**config.mk**
```make
export PLATFORM = sky130hd
export DESIGN_NAME = variable_delay_buffer
export DESIGN_NICKNAME = d
export VERILOG_FILES = /design/src/rtl/variable_delay_buffer.sv
export SDC_FILE = /design/constraint.sdc
export NUM_CORES = 1
export LEC_CHECK = 0
export CORE_MARGIN = 2
export CORE_UTILIZATION = 35
export CTS_CLUSTER_DIAMETER = 50
export DETAILED_ROUTE_END_ITERATION = 7
export GPL_TIMING_DRIVEN = 0
export PLACE_DENSITY = 0.57
export SKIP_CTS_REPAIR_TIMING = 1
export SYNTH_ARGS = -nofsm -noshare
export SYNTH_HDL_FRONTEND = slang
export SYNTH_SLANG_ARGS = --single-unit
export TNS_END_PERCENT = 1
```
**constraint.sdc**
```tcl
create_clock -name clk -period 11.1 [get_ports clk]
set_clock_uncertainty 0.1 [all_clocks]
set_input_delay 2.22 -clock clk [delete_from_list [all_inputs] [get_ports clk]]
set_output_delay 2.22 -clock clk [all_outputs]
set_load 0.01 [all_outputs]
```
**src/rtl/variable_delay_buffer.sv**
```systemverilog
// -----------------------------------------------------------------------------
// variable_delay_buffer
//   Multi-channel delay line whose depth is chosen at run time. A sample
//   accepted on an enabled cycle reappears on out0 after D+1 enabled cycles,
//   where D is latched (and clamped to MAX_DELAY) on a run pulse.
//
// Ports
//   clk        clock, rising edge
//   rst        asynchronous reset, active-high
//   run        one-cycle pulse: latch delay, restart fill, discard in0
//   enable     advance the line by one sample
//   delay      requested delay D, sampled only while run=1
//   in0        NUM_CH packed samples, channel c at [c*DATA_W +: DATA_W]
//   out0       delayed samples, registered, same packing as in0
//   out_valid  registered; out0 carries data accepted since the last run
//   delay_cur  currently latched (clamped) delay
//
// Build option
//   VDB_ZERO_FILL_EN  when defined, out0 is forced to zero on enabled cycles
//                     before the line has filled, hiding stale storage.
// -----------------------------------------------------------------------------
module variable_delay_buffer #(
   parameter int unsigned DATA_W    = 32,
   parameter int unsigned NUM_CH    = 1,
   parameter int unsigned MAX_DELAY = 8,
   localparam int unsigned DELAY_W  = $clog2(MAX_DELAY + 1)
) (
   input  logic                     clk,
   input  logic                     rst,
   input  logic                     run,
   input  logic                     enable,
   input  logic [DELAY_W-1:0]       delay,
   input  logic [NUM_CH*DATA_W-1:0] in0,
   output logic [NUM_CH*DATA_W-1:0] out0,
   output logic                     out_valid,
   output logic [DELAY_W-1:0]       delay_cur
);

   localparam int unsigned BUS_W  = NUM_CH * DATA_W;
   localparam int unsigned PTR_W  = (MAX_DELAY > 1) ? $clog2(MAX_DELAY) : 1;
   // Wide enough to hold wptr + MAX_DELAY without overflow.
   localparam int unsigned CALC_W = DELAY_W + 1;

   // All channels share pointers, so one storage word holds every channel.
   logic [BUS_W-1:0]   mem_q [MAX_DELAY];

   logic [PTR_W-1:0]   wptr_q,  wptr_d;
   logic [DELAY_W-1:0] cnt_q,   cnt_d;
   logic [DELAY_W-1:0] delay_q, delay_d;
   logic [BUS_W-1:0]   out_q,   out_d;
   logic               valid_q, valid_d;

   logic               mem_we_c;
   logic [PTR_W-1:0]   rptr_c;
   logic [CALC_W-1:0]  wptr_ext_c;
   logic [CALC_W-1:0]  dly_ext_c;
   logic [CALC_W-1:0]  rptr_ext_c;

   // Read index D entries behind the write pointer, modulo MAX_DELAY.
   always_comb begin
      wptr_ext_c = CALC_W'(wptr_q);
      dly_ext_c  = CALC_W'(delay_q);
      if (wptr_ext_c >= dly_ext_c) begin
         rptr_ext_c = wptr_ext_c - dly_ext_c;
      end else begin
         rptr_ext_c = wptr_ext_c + CALC_W'(MAX_DELAY) - dly_ext_c;
      end
      rptr_c = PTR_W'(rptr_ext_c);
   end

   // Next-state logic; run takes priority over enable.
   always_comb begin
      wptr_d   = wptr_q;
      cnt_d    = cnt_q;
      delay_d  = delay_q;
      out_d    = out_q;
      valid_d  = valid_q;
      mem_we_c = 1'b0;

      if (run) begin
         delay_d = (delay > DELAY_W'(MAX_DELAY)) ? DELAY_W'(MAX_DELAY) : delay;
         wptr_d  = '0;
         cnt_d   = '0;
         valid_d = 1'b0;
         out_d   = '0;
      end else if (enable) begin
         mem_we_c = 1'b1;
         wptr_d   = (wptr_q == PTR_W'(MAX_DELAY - 1)) ? '0 : PTR_W'(wptr_q + 1'b1);

         // D=0 bypasses storage; otherwise the read sees the pre-write value,
         // so D=MAX_DELAY returns the entry about to be overwritten.
         if (delay_q == '0) begin
            out_d = in0;
         end else begin
`ifdef VDB_ZERO_FILL_EN
            if (cnt_q != delay_q) begin
               out_d = '0;
            end else begin
               out_d = mem_q[rptr_c];
            end
`else
            out_d = mem_q[rptr_c];
`endif
         end

         valid_d = (cnt_q == delay_q);
         if (cnt_q != delay_q) begin
            cnt_d = DELAY_W'(cnt_q + 1'b1);
         end
      end
   end

   // Control and output registers.
   always_ff @(posedge clk or posedge rst) begin
      if (rst) begin
         wptr_q  <= '0;
         cnt_q   <= '0;
         delay_q <= '0;
         out_q   <= '0;
         valid_q <= 1'b0;
      end else begin
         wptr_q  <= wptr_d;
         cnt_q   <= cnt_d;
         delay_q <= delay_d;
         out_q   <= out_d;
         valid_q <= valid_d;
      end
   end

   // Sample storage is intentionally left without reset.
   always_ff @(posedge clk) begin
      if (mem_we_c) begin
         mem_q[wptr_q] <= in0;
      end
   end

   assign out0      = out_q;
   assign out_valid = valid_q;
   assign delay_cur = delay_q;

endmodule
```
# Word-level counts from Yosys, hierarchy flattened

Memories as Yosys holds them, arrays and structs flattened.
Index checks and enable logic that the tools add are counted.

Bitwise gates (word level): 0
Divide/modulo/power cells: 0
Shift operators: 0
Reduce and logical (&&, ||, !) cells: 4
Multiplexer cells: 17
$add $sub $neg: 5
Multipliers: 0
Order comparisons: 2
Eq/ne operators: 3

Operator list:

| operator            | count |
|---|---|
| $mux 32             | 3 |
| $mux 4              | 4 |
| $mux 3              | 4 |
| $add 3x1->3 const B | 2 |
| $mux 1              | 6 |
| $sub 3x3->3         | 2 |
| $add 4x1->4 const B | 1 |
| $eq 4x4->1          | 1 |
| $ge 3x4->1          | 1 |
| $gt 4x4->1 const B  | 1 |
| $logic_not 4->1     | 1 |
| $ne 4x4->1          | 1 |
| $reduce_bool 2->1   | 2 |
| $eq 3x3->1 const B  | 1 |
| $reduce_and 2->1    | 1 |

Latch bits: 0
ROM bits: 0
Bits in registers: 44
RAM bits: 256
Memories: 1

Memory list:

| name  | depth | bits a word | read ports | clocked after memory_dff | wr ports | RTL line | text |
|---|---|---|---|---|---|---|---|
| mem_q | 8     | 32          | 1          | 0                        | 1        | 45       | `logic [BUS_W-1:0] mem_q [MAX_DELAY];` |

# Depth between registers and ports, before layout

An unclocked memory read counts as a cell.

Word-level depth: 7
Gate-level depth with buffers: 10

# Least setup slack after synthesis

OpenSTA, ideal clock, no wires.

Path type: input to register
Start: in run
End: mem mem_q[2][0] in the netlist's numbering, enable pin
Slack: 4.914 ns
Arrival time: 5.585 ns
Stages: 2
Buffers on the path: 1
Path through: clkbuf_1 > nor4_1

Cells in the longest elaborated chain, start to end: 3

RTL lines:

| what                         | RTL line | text |
|---|---|---|
| start, declared              | 30       | `input logic run,` |
| $mux 1                       | 80       | `if (run) begin` |
| $mux 1                       | 132      | `if (mem_we_c) begin` |
| $mux 1 (not written as such) | 133      | `mem_q[wptr_q] <= in0;` |
| end, declared                | 45       |  |

Every way passes these cells.

# Worst setup path after layout

Start: in enable
End: mem mem_q[0][5] in the netlist's numbering, enable pin

Cells in the longest elaborated chain, start to end: 4

RTL lines:

| what                         | RTL line | text |
|---|---|---|
| start, declared              | 31       | `input logic enable,` |
| $mux 1                       | 86       | `end else if (enable) begin` |
| $mux 1                       | 80       |  |
| $mux 1                       | 132      |  |
| $mux 1 (not written as such) | 133      |  |

Every way passes these cells.

==> results_dict.tcl <==
set metrics [dict create \
    outcome "completed" \
    worst_skew_pair.late_latency_ns 0.50 \
    worstHoldStart "out0[17]" \
    initial_core_util_pct 35.6 \
    cp.required_ns 11.20 \
    yosysUniqueCellTypes 35 \
    synth_top_area_cell "sky130_fd_sc_hd__edfxtp_1" \
    routed_wl_mm 26.1 \
    final_hold_viol_count 0 \
    post-route-drc-count 0 \
    pin_count 77 \
    grt_start_max_net_pins 28 \
    postSynth.asyncResetShare_pct 14.7 \
    holdCritPathClass "flip-flop to flip-flop" \
    synth_sequential_area_ratio_pct 75.9 \
    ir_worst_vdd_mv 0.105 \
    num_rows 66 \
    final_cell_count_no_fill 1159 \
    syn_nets 598 \
    detail-route-antenna-nets 0 \
    period_minus_slack_ns 4.62 \
    synth_most_common_cell "sky130_fd_sc_hd__edfxtp_1" \
    postSynthRegisterBits 300 \
    postSynth.topFlopCell "sky130_fd_sc_hd__edfxtp_1" \
    worst_setup_hold_path_clk_slew_ns 0.05 \
    synth.avg_cell_area_um2 20.9 \
    io_buffers 76 \
    totalPowerFinal_mw 2.72 \
    pre_cts_slack_ns 5.94 \
    antenna_found_initial 0 \
    p_leak_nw 4.82 \
    timing.critical_path.arrival_ns 4.71 \
    slew_headroom_pct 45.2 \
    max_freq_mhz 217 \
    detailed_router_iteration_count_before_antenna_repair 6 \
    setup.worst_path.start "enable" \
    setup-violations-final 0 \
    end_kind "flip-flop" \
    layout-drive-gt1-share_pct 23.8 \
    cts.sinks 300 \
    largest_buffer_count_on_any_clock_path 3 \
    syn-cell-area_um2 11600 \
    root_buffer "sky130_fd_sc_hd__clkbuf_16" \
    final_instance_area_um2 14300 \
    synth.top_cell.area_share_pct 66.4 \
    number_of_buffers_created_by_cts 34 \
    dieWidth_um 186 \
    power_per_cell_area_nw_per_um2 190 \
    ctsHtreeMaxLevel 2 \
    timing.hold.ws_ns 0.404 \
    global_route_wire_length_before_repair_mm 39.4 \
    tritoncts "built" \
    yosys-top-cells-count "sky130_fd_sc_hd__edfxtp_1, sky130_fd_sc_hd__mux4_2, sky130_fd_sc_hd__dfrtp_1" \
    synth.area.top_cells "sky130_fd_sc_hd__edfxtp_1, sky130_fd_sc_hd__mux4_2, sky130_fd_sc_hd__dfrtp_1" \
    detailed_place.area_um2 13300 \
    layout.core_utilization_pct 44.0 \
    max_slew.worst_pin.slew_ns 0.822 \
    floorplan.core_area_um2 32500 \
    critPathMaxFanout 10 \
    antenna_cells 0 \
    maxCapViolCount 0 \
    synth-edff-count 256 \
    die_h_um 186 \
    first_global_vias 6446 \
    vias 5881 \
    gpl.final_weighted_congestion 0.726 \
    initialDrtViolationCount 441 \
    die_area_um2 34600 \
    area_delta_synth_final_pct 23.7 \
    finalMaxSlewViolations 0 \
    fin_tns_setup_ns 0 \
    critical_path_class "input port to flip-flop" \
    detailed_place_hpwl_mm 17.0 \
    rsz0062_at_grt "false" \
    cp-start-kind "input port" \
    final_net_count 736 \
    post_synth_inst_count 554 \
    post-route-period-util_pct 41.6 \
    r2r_start "wptr_q[0]" \
    ys_warns 0 \
    timing.final.ws_setup_ns 6.48 \
    vias_per_cell 5.07 \
    overflow_after_grt 0 \
    globalRouteTotalUtil_pct 15.6 \
    detail_route.wl_per_cell_um 22.5 \
    numPlacedInstances 1098 \
]
## power by group
group | leakage [nW] | total, mW | internal, mW | switching (mW)
Clock | 0.525 | 1.06 | 0.645 | 0.414
Sequential | 2.90 | 1.28 | 1.26 | 0.0195
Combinational | 1.40 | 0.382 | 0.192 | 0.189
## layout make-up
class,instances,area (um2)
fill,2861,18200
timing repair buffer,102,1070
inverter,7,26.3
clock buffer,53,1000
buffer,31,191
sequential,300,8790
multi-input combinational,216,2620
tap,442,553
clock inverter,8,66.3
## state kept, by name, indices dropped and copies added, names as in the netlist
name	count
mem_q	256
out0	32
cnt_q	4
delay_cur	4
wptr_q	3
out_valid	1
## layer usage
layer	global-route usage, %	up-vias	share of wire, %
li1	-	2563	-
met1	21.0	3127	43
met2	26.1	158	50
met3	3.23	33	5.9
met4	3.69	0	1.4
met5	0	-	0
## worst paths after layout
check / end / slack, ns / cells past startpoint
hold reg to reg: out0[17] / 0.40 / 2
setup / recovery: mem_q[0][5] / 6.48 / 7
min in group asynchronous: out0[12] / 1.98 / 2
setup reg to reg: out0[1] / 7.96 / 10
max in group asynchronous: out0[2] / 8.35 / 3
hold / removal: out0[17] / 0.40 / 2
## placed cells by master, fill, tap and decap left out, types with 4 or more instances in the layout
master and count:
sky130_fd_sc_hd__a22oi_1 32, sky130_fd_sc_hd__buf_12 4, sky130_fd_sc_hd__buf_2 8, sky130_fd_sc_hd__buf_4 10, sky130_fd_sc_hd__buf_6 18, sky130_fd_sc_hd__clkbuf_1 22, sky130_fd_sc_hd__clkbuf_16 36, sky130_fd_sc_hd__clkbuf_8 4
sky130_fd_sc_hd__clkdlybuf4s50_1 76, sky130_fd_sc_hd__clkinv_2 4, sky130_fd_sc_hd__dfrtp_1 44, sky130_fd_sc_hd__edfxtp_1 256, sky130_fd_sc_hd__inv_1 6, sky130_fd_sc_hd__mux2i_1 35, sky130_fd_sc_hd__mux4_2 64, sky130_fd_sc_hd__nand2_1 5
sky130_fd_sc_hd__nor2_1 7, sky130_fd_sc_hd__nor3_2 4, sky130_fd_sc_hd__o21ai_0 24, sky130_fd_sc_hd__o21ai_1 10, sky130_fd_sc_hd__xor2_1 6
## cells by family (layout without fill, tap and decap cells)
kind of cell | Yosys count | after routing | share of synthesized area [%]
XOR/XNOR | 9 | 9 | 0.746
flip-flops | 300 | 300 | 75.9
AND/OR/NAND/NOR | 31 | 31 | 1.48
multiplexers | 100 | 100 | 15.6
adder cells (fa/ha/maj) | 4 | 4 | 0.497
AO/OA/AOI/OAI | 72 | 72 | 3.93
buffers and inverters | 38 | 201 | 1.88
## worst max-delay path, stage by stage
cell and delay [ns]:
sky130_fd_sc_hd__clkdlybuf4s50_1 0.52, sky130_fd_sc_hd__buf_2 0.26, sky130_fd_sc_hd__or3b_2 0.52, sky130_fd_sc_hd__nor3_2 0.55
sky130_fd_sc_hd__buf_8 0.24, sky130_fd_sc_hd__buf_6 0.16, sky130_fd_sc_hd__buf_4 0.22
No activity file was read; power rests on OpenSTA's default activity.
